<file path="src/rtl/riscv_regfile_pkg.sv">
// Shared types for the integer register-file writeback path.
// Address/data widths and the per-source writeback request bundle.
package riscv_regfile_pkg;

  localparam int XLEN   = 32;
  localparam int REG_AW = 5;

  typedef logic [REG_AW-1:0] reg_addr_t;
  typedef logic [XLEN-1:0]   xlen_t;

  typedef struct packed {
    reg_addr_t rd;
    xlen_t     data;
  } wb_req_t;

endpackage

</file>
<file path="src/rtl/rr_arbiter.sv">
// Round-robin arbiter: combinational one-hot grant,
// pointer moves past the winner on every grant.
module rr_arbiter #(
  parameter int N = 3,
  localparam int IW = (N > 1) ? $clog2(N) : 1
) (
  input  logic          clk,
  input  logic          rst_n,
  input  logic [N-1:0]  req,
  output logic [N-1:0]  gnt,
  output logic [IW-1:0] gnt_idx
);

  import riscv_regfile_pkg::*;

  logic [IW-1:0] rr_ptr;
  logic [IW-1:0] ptr_nxt;
  logic [IW-1:0] idx;
  logic          found;

  function automatic logic [IW-1:0] wrap(
    input logic [IW-1:0] p,
    input int            k
  );
    int s;
    s = int'(p) + k;
    if (s >= N) s = s - N;
    return IW'(s);
  endfunction

  always_comb begin
    gnt     = '0;
    gnt_idx = '0;
    found   = 1'b0;
    idx     = '0;
    for (int k = 0; k < N; k++) begin
      idx = wrap(rr_ptr, k);
      if (!found && req[idx]) begin
        found        = 1'b1;
        gnt[idx]     = 1'b1;
        gnt_idx      = idx;
      end
    end
  end

  always_comb begin
    ptr_nxt = '0;
    if (gnt_idx != IW'(N - 1))
      ptr_nxt = gnt_idx + IW'(1);
  end

  always_ff @(posedge clk or negedge rst_n) begin
    if (!rst_n)
      rr_ptr <= '0;
    else if (|gnt)
      rr_ptr <= ptr_nxt;
  end

endmodule

</file>
<file path="src/rtl/regfile_wb_arbiter.sv">
// Shares the register-file write port among writeback sources
// and tracks pending destinations in a busy scoreboard.
module regfile_wb_arbiter #(
  parameter int NUM_WB = 3,
  parameter int XLEN   = 32,
  parameter int REG_AW = 5
) (
  input  logic                     clk,
  input  logic                     rst_n,
  input  logic                     issue_valid,
  input  logic [REG_AW-1:0]        issue_rd,
  output logic                     issue_ready,
  input  logic [REG_AW-1:0]        rs1_addr,
  input  logic [REG_AW-1:0]        rs2_addr,
  output logic                     rs1_busy,
  output logic                     rs2_busy,
  input  logic [NUM_WB-1:0]        wb_valid,
  input  logic [NUM_WB*REG_AW-1:0] wb_rd,
  input  logic [NUM_WB*XLEN-1:0]   wb_data,
  output logic [NUM_WB-1:0]        wb_ready,
  input  logic                     flush,
  output logic                     rf_write,
  output logic [REG_AW-1:0]        rf_rd_addr,
  output logic [XLEN-1:0]          rf_rd
);

  import riscv_regfile_pkg::*;

  localparam int NREG = 1 << REG_AW;
  localparam int IW   = (NUM_WB > 1) ? $clog2(NUM_WB) : 1;

  wb_req_t           req [NUM_WB];
  wb_req_t           sel;
  logic [NUM_WB-1:0] gnt;
  logic [IW-1:0]     gnt_idx;
  logic              grant;
  logic              issue_fire;
  logic [NREG-1:0]   busy;
  logic [NREG-1:0]   busy_nxt;

  always_comb begin
    for (int i = 0; i < NUM_WB; i++) begin
      req[i].rd   = wb_rd[i*REG_AW +: REG_AW];
      req[i].data = wb_data[i*XLEN +: XLEN];
    end
  end

  rr_arbiter #(.N(NUM_WB)) u_arb (
    .clk     (clk),
    .rst_n   (rst_n),
    .req     (wb_valid),
    .gnt     (gnt),
    .gnt_idx (gnt_idx)
  );

  assign sel   = req[gnt_idx];
  assign grant = rst_n & (|gnt);

  assign wb_ready   = rst_n ? gnt : '0;
  assign rf_write   = grant & (sel.rd != '0);
  assign rf_rd_addr = grant ? sel.rd : '0;
  assign rf_rd      = grant ? sel.data : '0;

  assign rs1_busy    = rst_n & busy[rs1_addr];
  assign rs2_busy    = rst_n & busy[rs2_addr];
  assign issue_ready = rst_n & ~flush & ~busy[issue_rd];
  assign issue_fire  = issue_valid & issue_ready & (issue_rd != '0);

  // Issue stalls on a busy rd, so set and clear never hit one register.
  always_comb begin
    busy_nxt = busy;
    if (flush) begin
      busy_nxt = '0;
    end else begin
      if (grant)
        busy_nxt[sel.rd] = 1'b0;
      if (issue_fire)
        busy_nxt[issue_rd] = 1'b1;
    end
    busy_nxt[0] = 1'b0;
  end

  always_ff @(posedge clk or negedge rst_n) begin
    if (!rst_n)
      busy <= '0;
    else
      busy <= busy_nxt;
  end

endmodule
</file>
<file path="config.mk">
export PLATFORM = sky130hd
export DESIGN_NAME = regfile_wb_arbiter
export DESIGN_NICKNAME = d
export VERILOG_FILES = /design/src/rtl/riscv_regfile_pkg.sv /design/src/rtl/rr_arbiter.sv /design/src/rtl/regfile_wb_arbiter.sv
export SDC_FILE = /design/constraint.sdc
export NUM_CORES = 1
export LEC_CHECK = 0
export ABC_AREA = 1
export CORE_MARGIN = 2
export CORE_UTILIZATION = 44
export DETAILED_ROUTE_END_ITERATION = 6
export HOLD_SLACK_MARGIN = 0.06
export PLACE_DENSITY_LB_ADDON = 0.05
export SLEW_MARGIN = 20
export SYNTH_ARGS = -nofsm -noshare
export SYNTH_HDL_FRONTEND = slang
export SYNTH_SLANG_ARGS = --single-unit
</file>
<file path="constraint.sdc">
create_clock -name clk -period 3.3 [get_ports clk]
set_input_delay 0.495 -clock clk [delete_from_list [all_inputs] [get_ports clk]]
set_output_delay 0.495 -clock clk [all_outputs]
set_load 0.01 [all_outputs]
</file>
### Word-level counts from Yosys, hierarchy flattened

Cells that the tools add are included.

* add/subtract/negate cells: 6
* equality and inequality tests: 1
* $lt $le $gt $ge: 16
* reductions and logical operators: 12
* mux-type cells: 44
* bitwise gates (word level): 16

Operators by type and width (number)
* $mux W32: 5
* $bmux W37 S2: 1
* $mux W37: 2
* $and A32 B32 Y32: 1
* $not A32 Y32: 1
* $or A32 B32 Y32: 1
* $lt A5 B6 Y1 const B: 4
* $bmux W1 S5: 3
* $mux W2: 7
* $mux W1: 13
* $mux W3: 4
* $demux W1 S5: 2
* $ge A5 B1 Y1 const B: 2
* $reduce_bool A5 Y1: 2
* $lt A2 B3 Y1 const B: 3
* $and A1 B1 Y1: 8
* $logic_and A1 B1 Y1: 7
* $bmux W1 S2: 3
* $demux W1 S2: 3
* $ge A2 B1 Y1 const B: 3
* $ge A3 B2 Y1 const B: 2
* $or A3 B3 Y3: 2
* $mux W5: 1
* $sub A2 B1 Y2 const B: 2
* 11 further kinds: 13

* output and inout port bits: 44
* register bits: 33
* bits of input ports: 133

### Logic depth before layout (Yosys ltp)

* word-level depth: 26
* mapped depth: 21
* gate-level depth less buffers: 20

### Modules after synthesis

A second synthesis with hierarchy kept.

* cell total of the unflattened synthesis: 691
* area total of the unflattened synthesis: 3937.5 µm²

Modules (own cells, without submodules)
* regfile_wb_arbiter: area an instance 3475.8 µm², cells an instance 616, sequential area each 775.7 µm², times used 1
* rr_arbiter: area an instance 461.7 µm², cells an instance 75, sequential area each 50.0 µm², times used 1

### Worst setup path after synthesis

No wires, ideal clock.

* path kind: flip-flop to output port
* start: register u_arb.rr_ptr[0]
* end: output rf_rd[21]
* arrival: 2.119 ns
* stages on the path, launching flop included: 16
* data required time: 2.805 ns
* setup slack: 0.686 ns
* path through: dfrtp_1 inv_1 ha_1 nand3_1 inv_1 a21oi_1 nand3_2 nand2_4 nand2_4 buf_6 clkinv_2 buf_6 nor2_1 nor2_1 o21ai_0 a21oi_1

* cells in the longest elaborated chain, start to end: 16
* elaborated cells on any way between the ends: 53

Ends and longest elaborated chain
* from (decl): line rr_arbiter.sv:16 `logic [IW-1:0] rr_ptr;`
* from (signal assigned): line rr_arbiter.sv:56 `rr_ptr <= ptr_nxt;`
* parallel branches: the longest is 15 deep, another holds $add A2 B1 Y3
* $mux W32 *: line regfile_wb_arbiter.sv:62 `assign rf_rd = grant ? sel.data : '0;`
* to (decl): line regfile_wb_arbiter.sv:24 `output logic [XLEN-1:0] rf_rd`

Mark *: on every way between the ends. The select of a mux whose other input is x is not followed.

### Worst setup path in the final report

* start: register u_arb.rr_ptr[1]
* end: output rf_rd[30]

Same word-level chain as after synthesis.

==> impl_metrics.json <==
{
  "status": "complete, no violations",
  "synth_most_common_cell": "nand2_1",
  "r2r-start": "u_arb.rr_ptr[1]",
  "p_leak_nw": 2.834,
  "n_fill_cell": 809,
  "rows": 35,
  "post-route-util": 0.7088,
  "ys_seq_area_frac": 0.2035,
  "cap_violations": 0,
  "numCtsBuffers": 5,
  "die_height_um": 100.0,
  "relSlewSlack": 0.5464,
  "hold_violations": 0,
  "ctsRootBufferMaster": "clkbuf_8",
  "p_per_area_nw_per_um2": 1013,
  "grt_pass1_vias": 5545,
  "regArea_um2": 825.8,
  "yosysWarnings": 0,
  "path_cells": "inv_1, ha_4, inv_2, nand2_2, nand3_2, nand2_4, buf_4, nand3_2, nand2_4, nand2_4, clkinv_2, buf_12, nor2_1, nor2_1, o21ai_0, a21oi_1, dlygate4sd2_1",
  "path_class": "reg2out",
  "wl_per_cell_um": 16.87,
  "grt.total_usage": 0.3255,
  "cpMaxStageDelayCell": "dfrtp_1",
  "async_reset_ff_frac": 1.000,
  "initialDrtViolationCount": 432,
  "drt_wl_total_mm": 16.55,
  "die_w_um": 100.0,
  "dr_total_vias": 5676,
  "grt_max_degree": 50,
  "worst-path-buf-inv": 6,
  "netlist_area_um2": 4058,
  "finalClockSkew_ns": 0.007554,
  "cts_tree": "done",
  "critical_path_required_ns": 2.80,
  "cp.arrival_ns": 2.71,
  "holdBufCountCts": 0,
  "worst_skew_pair.late_latency_ns": 0.29,
  "r2r-end": "busy[4]",
  "drive_gt1_frac": 0.1839,
  "antenna_found_initial": 0,
  "cts_buffer_depth": 2,
  "multi_input_area_um2": 2888,
  "ir_drop_mv": 0.7646,
  "ys_ff_latch": 33,
  "diodes": 0,
  "overflow": 0,
  "setup_violations": 0,
  "crit_family": "buffers and inverters",
  "r2r_cells": 16,
  "clkTransAtPathRegs_ns": 0.07,
  "yosys.area.top_type_share": 0.2035,
  "startpoint_type": "register",
  "whs_ns": 0.1993,
  "end_kind": "primary output",
  "rrSetupSlack_ns": 0.64,
  "path_max_fanout": 32,
  "cpMostUsedCell": "nand2_4",
  "cts_max_level": 2,
  "layout_min_cycle_time_ns": 3.207,
  "initial_core_util": 0.4455,
  "grt_pass1_wl_mm": 26.51,
  "synth_area_leaders": "dfrtp_1 (20%), nand2_1 (9.9%), a21oi_1 (9.6%)",
  "ys_top_cells_by_count": "nand2_1 (107), nor2_1 (97), a21oi_1 (78)",
  "timing.final.crit_share": 0.9719,
  "synth-main-ff-cell": "dfrtp_1",
  "yosys.area.top_type": "dfrtp_1",
  "firstDrtPassIters": 5,
  "dpl.hpwl_mm": 12.45,
  "fmax_mhz": 311.8,
  "place_congestion": 0.9489,
  "drc": 0,
  "cpPeakStageDelay_ns": 0.40,
  "tightestPinTransition_ns": 0.6788,
  "pin_count": 177,
  "port_buffers": 176,
  "area_delta_synth_final_pct": 59.11,
  "ant_nets": 0,
  "synth.avg_cell_area_um2": 6.185,
  "synth_fp_nets": 793,
  "yosysUniqueCellTypes": 37,
  "final_nets": 1006,
  "cts.sinks": 33,
  "synth_edf_count": 0,
  "hold_class": "in2async",
  "core_um2": 9109,
  "die_area_um2": 10010,
  "finalMaxSlewViolations": 0,
  "viasPerCell": 5.786,
  "synthCells": 656
}
sequential cells by signal, indices dropped and copies added (netlist names):
name	flops
u_arb.rr_ptr	2
busy	31
worst max-delay path by stage:
stage / startpoint / end / slack (ns) / cells after the start
CTS: u_arb.rr_ptr[1] / rf_rd_addr[1] / 0.004 / 14
detailed placement: wb_valid[2] / rf_write / -0.12 / 15
floorplan: u_arb.rr_ptr[0] / rf_rd[21] / 0.69 / 15
global route: u_arb.rr_ptr[1] / rf_rd[2] / -0.06 / 15
global placement: wb_valid[2] / rf_write / -0.06 / 15
finish: u_arb.rr_ptr[1] / rf_rd[30] / 0.09 / 17
timing repair:
action | 4_1_cts | 5_1_grt
gates resized for setup | 42 | 39
pin swaps | 3 | 2
buffers inserted | 6 | 8
cloned | 1 | 0
endpoints found under the setup margin | 38 | 38
endpoints found under the hold margin | 0 | 0
layout by cell type, fill, tap and decap left out, types with 16 or more instances in the layout:
cell and instances:
buf_4 55, clkdlybuf4s50_1 137, o21ai_0 65, dfrtp_1 33
nand4_1 24, nand2_1 107, o21ai_1 18, nand3_1 31
nor2_1 95, nand2_2 18, a21oi_1 75, dlygate4sd2_1 20
inv_1 41, inv_2 16
metrics by stage:
stage	cells	setup WS, ns	power, mW	TNS [ns]	cell area, µm²
3_3_place_gp	958	-0.05674	5.940	-0.6639	6221
2_1_floorplan	656	0.6863	3.775	0	4058
4_1_cts	973	0.004100	6.269	0	6350
6_report	981	0.09259	6.540	0	6456
3_5_place_dp	958	-0.1242	6.025	-3.223	6221
5_1_grt	981	-0.06293	7.113	-0.9995	6456
worst reg2reg max path, stage by stage, from the launching register on:
cell	delay [ns]
dfrtp_1	0.40
buf_4	0.14
ha_1	0.21
o21ai_0	0.21
nand2_1	0.13
nor2_4	0.18
nand3_2	0.12
nand2_4	0.16
inv_6	0.04
buf_4	0.15
nand3_4	0.08
nand2_2	0.06
buf_4	0.15
nor2_2	0.14
nand2_2	0.10
o21bai_1	0.16
a21oi_1	0.09
where the power goes:
group	switching, mW	internal (mW)	leakage [nW]
Sequential	0.0113	0.420	0.458
Combinational	3.36	2.45	2.33
Clock	0.154	0.146	0.0450
Total	3.53	3.01	2.83
layout make-up:
type	count	share of cell area
tap	111	0.02151
multi-input combinational	529	0.4473
clock buffer	6	0.01124
sequential	33	0.1279
timing repair buffer	240	0.3539
clock inverter	2	0.001550
inverter	60	0.03663
metal layers:
| layer | part of all wire | GRT usage | wire length (µm) |
|---|---|---|---|
| met1 | 0.38 | 0.4025 | 6251 |
| met4 | 0.031 | 0.1180 | 511 |
| met5 | 0 | 0 | 0 |
| met3 | 0.10 | 0.07173 | 1705 |
| met2 | 0.49 | 0.5582 | 8086 |
kinds of logic (layout without fill, tap and decap cells):
family,after synthesis,in the layout,share of synthesized area
AND/OR/NAND/NOR,319,320,0.3947
AO/OA/AOI/OAI,205,205,0.2831
buffers and inverters,95,308,0.1064
flip-flops,33,33,0.2035
adder cells (fa/ha/maj),4,4,0.01233
(Power assumes the default switching activity.)
